<file path="src/rtl/fifo_wr_arbiter.sv">
// Round-robin, burst-locked write arbiter in front of a single FIFO write port.
// Producers use valid/ready; the granted producer's words go straight to the
// FIFO, up to BURST words per grant, with same-cycle re-arbitration on release.
module fifo_wr_arbiter #(
    parameter int NREQ  = 4,
    parameter int WIDTH = 8,
    parameter int BURST = 4,
    parameter int CNTW  = 16
) (
    input  logic                    clk,
    input  logic                    rst,
    input  logic [NREQ-1:0]         req_valid,
    input  logic [NREQ*WIDTH-1:0]   req_data,
    output logic [NREQ-1:0]         req_ready,
    input  logic                    fifo_wfull,
    output logic                    fifo_winc,
    output logic [WIDTH-1:0]        fifo_wdata,
    output logic [NREQ-1:0]         grant,
    output logic                    busy,
    output logic [CNTW-1:0]         wcount
);

    localparam int IDXW = (NREQ > 1) ? $clog2(NREQ) : 1;
    localparam int BW   = (BURST > 1) ? $clog2(BURST) : 1;

    typedef enum logic {S_IDLE, S_OWN} state_t;

    state_t            state_q;
    logic [NREQ-1:0]   grant_q;
    logic [IDXW-1:0]   gidx_q;
    logic [IDXW-1:0]   rr_ptr_q;
    logic [BW-1:0]     beat_q;
    logic [CNTW-1:0]   wcount_q, wcount_d;

    logic              own, g_valid, xfer, rel_a, rel_b, release_w;
    logic [IDXW-1:0]   nxt_ptr, pick_ptr, pick_idx, j_idx;
    logic [NREQ-1:0]   pick_mask;
    logic              pick_found;

    // Handshake and release conditions for the current owner
    always_comb begin
        own       = (state_q == S_OWN);
        g_valid   = |(req_valid & grant_q);
        xfer      = own & g_valid & ~fifo_wfull;
        rel_a     = xfer & (beat_q == BW'(BURST - 1));
        rel_b     = own & ~g_valid;
        release_w = rel_a | rel_b;
        nxt_ptr   = (gidx_q == IDXW'(NREQ - 1)) ? '0 : gidx_q + 1'b1;
        wcount_d  = wcount_q + CNTW'(xfer);
    end

    // Round-robin pick: from rr_ptr when idle, from owner+1 on release.
    // An owner that dropped valid is masked so it cannot win again this cycle.
    always_comb begin
        pick_ptr   = own ? nxt_ptr : rr_ptr_q;
        pick_mask  = rel_b ? (req_valid & ~grant_q) : req_valid;
        pick_found = 1'b0;
        pick_idx   = '0;
        j_idx      = '0;
        for (int k = 0; k < NREQ; k++) begin
            j_idx = IDXW'((int'(pick_ptr) + k) % NREQ);
            if (!pick_found && pick_mask[j_idx]) begin
                pick_found = 1'b1;
                pick_idx   = j_idx;
            end
        end
    end

    // Output steering: only the owner sees ready; data muxed by the one-hot grant
    always_comb begin
        req_ready  = (own && !fifo_wfull) ? grant_q : '0;
        fifo_winc  = xfer;
        fifo_wdata = '0;
        for (int i = 0; i < NREQ; i++) begin
            if (grant_q[i]) fifo_wdata = fifo_wdata | req_data[i*WIDTH +: WIDTH];
        end
        grant  = grant_q;
        busy   = own;
        wcount = wcount_q;
    end

    // Arbitration FSM: IDLE -> OWN on any valid, OWN re-arbitrates without a bubble
    always_ff @(posedge clk) begin
        if (rst) begin
            state_q  <= S_IDLE;
            grant_q  <= '0;
            gidx_q   <= '0;
            rr_ptr_q <= '0;
            beat_q   <= '0;
        end else begin
            case (state_q)
                S_IDLE: begin
                    if (pick_found) begin
                        state_q <= S_OWN;
                        grant_q <= NREQ'(1) << pick_idx;
                        gidx_q  <= pick_idx;
                        beat_q  <= '0;
                    end
                end
                S_OWN: begin
                    if (release_w) begin
                        rr_ptr_q <= nxt_ptr;
                        beat_q   <= '0;
                        if (pick_found) begin
                            grant_q <= NREQ'(1) << pick_idx;
                            gidx_q  <= pick_idx;
                        end else begin
                            state_q <= S_IDLE;
                            grant_q <= '0;
                        end
                    end else if (xfer) begin
                        beat_q <= beat_q + 1'b1;
                    end
                end
                default: begin
                    state_q <= S_IDLE;
                    grant_q <= '0;
                end
            endcase
        end
    end

    // Written-word counter, wraps naturally
    always_ff @(posedge clk) begin
        if (rst) wcount_q <= '0;
        else     wcount_q <= wcount_d;
    end

endmodule

</file>
<file path="config.mk">
export PLATFORM = sky130hd
export DESIGN_NAME = fifo_wr_arbiter
export DESIGN_NICKNAME = d
export VERILOG_FILES = /design/src/rtl/fifo_wr_arbiter.sv
export SDC_FILE = /design/constraint.sdc
export NUM_CORES = 1
export LEC_CHECK = 0
export ABC_AREA = 1
export CAP_MARGIN = 20
export CORE_MARGIN = 5
export CORE_UTILIZATION = 43
export DETAILED_ROUTE_END_ITERATION = 10
export GPL_TIMING_DRIVEN = 0
export HOLD_SLACK_MARGIN = 0.02
export PLACE_DENSITY = 0.8
export SLEW_MARGIN = 20
export SYNTH_ARGS = -nofsm -noshare
export SYNTH_HDL_FRONTEND = slang
export SYNTH_SLANG_ARGS = --single-unit
</file>
<file path="constraint.sdc">
create_clock -name clk -period 2.69 [get_ports clk]
set_input_delay 0.269 -clock clk [delete_from_list [all_inputs] [get_ports clk]]
set_output_delay 0.269 -clock clk [all_outputs]
set_load 0.03 [all_outputs]
</file>
# Yosys cells after proc, flatten, opt, wreduce, memory -nomap -nowiden
# Cells that the tools add are included.
# Widths: inputs -> output; s select.
[word_totals] wordCells=86 inputBits=39 register_bits=27 output_inout_bits=34
[op_classes] n_eq_ne=5 shift=1 n_reduce_logical=12 addsub=6 muxes=38 order_cmp=4 n_bitwise=14
[ops] operator="$mux 8" n=4
[ops] operator="$or 8x8->8" n=3
[ops] operator="$mux 2" n=11
[ops] operator="$mux 4" n=5
[ops] operator="$add 16x1->16" n=1
[ops] operator="$lt 2x3->1 const B" n=4
[ops] operator="$mux 1" n=10
[ops] operator="$and 4x4->4" n=2
[ops] operator="$bmux 1 s2" n=4
[ops] operator="$pmux 2 s2" n=2
[ops] operator="$pmux 4 s2" n=1
[ops] operator="$add 2x1->2 const B" n=3
[ops] operator="$reduce_and 2->1" n=3
[ops] operator="$add 2x2->2 const B" n=2
[ops] operator="$and 1x1->1" n=4
[ops] operator="$eq 2x2->1 const B" n=2
[ops] operator="$logic_and 1x1->1" n=4
[ops] operator="$logic_not 1->1" n=4
[ops] operator="$not 4->4" n=1
[ops] operator="$reduce_or 4->1" n=1
[ops] operator="$shl 1x2->4 const A" n=1
[ops] operator="$ne 3x2->1 const B" n=1
[ops] operator="$not 1->1" n=3
[ops] operator="$ne 2x1->1 const B" n=1
[ops] operator="other kinds (3)" n=3

# Depth between registers and ports, before layout
[logic_depth] word_depth=21 ltp_mapped=17 ltp_nobuf=16

# Worst setup path after synthesis
# Ideal clock, no wire load.
[synth_timing] path_type="reg2reg" startpoint="register grant_q[3], in the netlist grant[3]" endpoint="register wcount_q[14], in the netlist wcount[14]" stages_incl_launch_ff=18 required_time_ns=2.612 period_less_slack_ns=3.070 setup_time_ns=0.078 arrival_time_ns=2.992 setup_slack_ns=-0.380 path_buffers=1 path_cell_list="dfxtp_1 -> buf_2 -> inv_1 -> o22ai_1 -> nor2_1 -> nor2_1 -> ha_1 -> ha_1 -> nand2_1 -> inv_1 -> nand4_1 -> nor2_1 -> nand2_1 -> nor2_1 -> nand4_1 -> nor2_1 -> a21oi_1 -> nor3_1"
[synth_via] elab_chain_len=5
[synth_lines] item="from (decl)" line="29" rtl="logic [NREQ-1:0] grant_q;"
[synth_lines] item="from (signal assigned)" line="95" rtl="grant_q <= NREQ'(1) << pick_idx;"
[synth_lines] item="from (signal assigned)" line="105" rtl="grant_q <= NREQ'(1) << pick_idx;"
[synth_lines] item="$and 4x4->4" line="43" rtl="g_valid = |(req_valid & grant_q);"
[synth_lines] item="$reduce_or 4->1" line="43"
[synth_lines] item="$and 1x1->1 (2 in series)" line="44" rtl="xfer = own & g_valid & ~fifo_wfull;"
[synth_lines] item="via fifo_winc" line="16" rtl="output logic fifo_winc,"
[synth_lines] item="$add 16x1->16" line="49" rtl="wcount_d = wcount_q + CNTW'(xfer);"
[synth_lines] item="to (signal assigned)" line="126" rtl="else wcount_q <= wcount_d;"
[synth_lines] item="to (decl)" line="33" rtl="logic [CNTW-1:0] wcount_q, wcount_d;"
# The timed path passes the listed nets, and every way through them passes these cells.
# A chain may end at the register's enable or synchronous reset.

# Worst setup path after layout
[layout_timing] startpoint="input port req_valid[2]" endpoint="register wcount_q[14], in the netlist wcount[14]"
[layout_via] elab_chain_len=5
[layout_lines] item="from (decl)" line="12" rtl="input logic [NREQ-1:0] req_valid,"
[layout_lines] item="$and 4x4->4" line="43"
[layout_lines] item="$reduce_or 4->1" line="43"
[layout_lines] item="$and 1x1->1 (2 in series)" line="44"
[layout_lines] item="$add 16x1->16" line="49"
# No other way between the ends.

==> results.toml <==
[logic_synthesis]
synth_top_area_frac = 0.307
ys_warn_count = 0
synth_cell_type_count = 27
async_flop_share = 0
synth_area_per_cell_um2 = 6.18
synthFlopType = "dfxtp_1"
synth_edf_count = 0
synth_nets = 328
synthTopCellsByArea = "dfxtp_1 (31%), nand2_1 (18%), inv_1 (7.0%), nor2_1 (7.0%), nand3_1 (5.7%)"
syn_area_mm2 = 0.00176
synth.largest_area_cell = "dfxtp_1"
yosysMostFrequentCell = "nand2_1"
synth_commonest_cells = "nand2_1 (86), inv_1 (33), nor2_1 (33), dfxtp_1 (27), nand3_1 (20)"
seq_area_frac_synth = 0.307
ys_seq_elements = 27
synth_cells = 285

[drt]
first_pass_iters = 4
vias = 2063
antenna_left = 0
viasPerCell = 4.97
first_iter_violations = 58
drcViolationCount = 0
finalWirelength_um = 5230
wl_per_cell_um = 12.6

[critical_path]
worst_setup_path_start_kind = "primary input"
crit_fanout = 4
cp_slowest_cell = "clkdlybuf4s50_1"
path_cells = "clkdlybuf4s50_1 -> inv_1 -> o22ai_1 -> nor2_2 -> nor2_4 -> ha_2 -> ha_2 -> nand2_1 -> inv_1 -> nand4_1 -> nor2_2 -> nand2_1 -> nor2_4 -> nand4_1 -> nor2_1 -> a21oi_1 -> nor3_1"
slowest_delay_ps = 510
endpoint_kind = "flip-flop"
r2r-start = "grant[0]"
startpoint = "req_valid[2]"
cp.required_ps = 2890
ff2ff_setup_slack_ps = 180
critPathArrivalTime_ps = 2750
critPathKind = "in -> reg"

[cells_and_area]
fillers = 357
register_area_um2 = 557
synthToLayoutAreaGrowth_pct = 53.4
multi_input_area_mm2 = 0.00110
final_layout_size_suffix_gt1_frac = 0.137
num_antenna_cells = 0
final_cells = 415
fin_nets = 409

[global_routing]
antenna_found_initial = 0
grt_pass1_vias = 1835
grt_max_degree = 15
gr-total-overflow = 0
grt_pass1_wl_um = 8110
gr-usage-all-layers = 0.185

[timing]
tightest_slew_ps = 532
relSlewSlack = 0.645
hold_viol_final = 0
slew_violations = 0
fin_skew_ps = 1.57
finalCriticalPeriod_ps = 2550
period_share = 0.949
clock.fmax_mhz = 392
setup_viol = 0

[floorplanning]
dieArea_mm2 = 0.00547
row_count = 23
die_x_um = 74.0
core_mm2 = 0.00397
die_h_um = 74.0
initial_core_util = 0.443
ios = 73

[power]
power.leakage_nw = 1.10
max-vdd-ir-drop_mv = 0.434
power.total_mw = 2.03
powerDensity_mw_per_mm2 = 750

[clock_tree]
clkTransAtPathRegs_ps = 90
cts_root_buf = "clkbuf_8"
clkSinkCount = 27
clockBufferDepth = 2
clk-insertion-delay-late_ps = 270
cts_max_level = 1
cts_made_buffers = 3
cts_tree = "yes"

[placement]
dp.cells = 407
dp_hpwl_um = 4200
port_buffers = 72
place_congestion = 0.798

[job]
max_cap_violations = 0

[min_path]
min_path_type = "reg -> reg"
worstHoldStart = "gidx_q[1]"

[outcome]
outcome = "finished clean"
layer usage:
metal  vias to the layer above  track usage  part of all wire
li1                       1078            -                 -
met1                       903        0.232              0.43
met2                        76        0.325              0.46
met3                         6       0.0365             0.095
met4                         0       0.0483             0.011
met5                         -            0                 0
sequential cells by signal (all words and copies together) (netlist names):
name,cells
wcount,16
rr_ptr_q,2
grant,4
gidx_q,2
busy,1
beat_q,2
cells by family after synthesis:
logic type / Yosys count / share of synthesized area
AND/OR/NAND/NOR: 172 / 0.436
buffers and inverters: 43 / 0.0952
AO/OA/AOI/OAI: 37 / 0.123
flip-flops: 27 / 0.307
adder cells (fa/ha/maj): 4 / 0.0284
XOR/XNOR: 2 / 0.00995
critical path, delay by kind of cell:
family / cells / cell delay (ps)
AND/OR/NAND/NOR: 10 / 1240
buffers and inverters: 3 / 660
AO/OA/AOI/OAI: 2 / 210
adder cells (fa/ha/maj): 2 / 360
through the flow:
stage                util  setup TNS [ps]  hold slack (ps)  area (um^2)  setup WS (ps)
global route        0.680           -2.29              509         2700          -2.29
finish              0.680               0              482         2700            136
detailed placement  0.644            -754              470         2560           -292
global placement    0.644            -559              462         2560           -205
CTS                 0.657               0              484         2610           7.31
floorplan               -               0              345         1770           68.5
power breakdown:
part	internal (mW)	switching (mW)	leakage, nW	total [mW]
Combinational	0.480	0.764	0.857	1.24
Sequential	0.468	0.0871	0.223	0.555
Clock	0.106	0.123	0.0228	0.229
layout by cell type, fill, tap and decap left out, types with 2 or more instances in the layout:
master	instances
nand2_2	7
nand4_1	12
dfxtp_4	4
nand2_1	86
ha_2	2
xor2_1	2
clkdlybuf4s50_1	69
clkbuf_1	2
nor3_1	4
dfxtp_1	22
clkbuf_8	3
nand3_1	19
ha_1	2
o21ai_0	14
a21oi_1	12
nor2_2	4
nor4_1	2
nor2_4	2
a21oi_2	4
inv_2	3
o21ai_2	3
nor2_1	28
buf_4	8
dlymetal6s2s_1	3
inv_1	33
nor3_2	2
nand2_4	2
what timing repair did:
item	4_1_cts	5_1_grt
hold buffers	0	0
pin swaps	0	8
resized for setup	2	17
setup endpoints to repair	2	5
setup buffers	0	8
worst paths after layout:
kind | end | cells after the start
worst max-delay path | wcount[14] | 17
worst max register to register | wcount[14] | 16
worst min register to register | gidx_q[1] | 2
worst min-delay path | gidx_q[1] | 2
cell type report:
cell class	instances	share of cell area
multi-input combinational	215	0.408
timing repair buffer	80	0.292
sequential	27	0.206
inverter	37	0.0519
tap	50	0.0232
clock buffer	4	0.0167
buffer	2	0.00278
(Power assumes the default switching activity.)
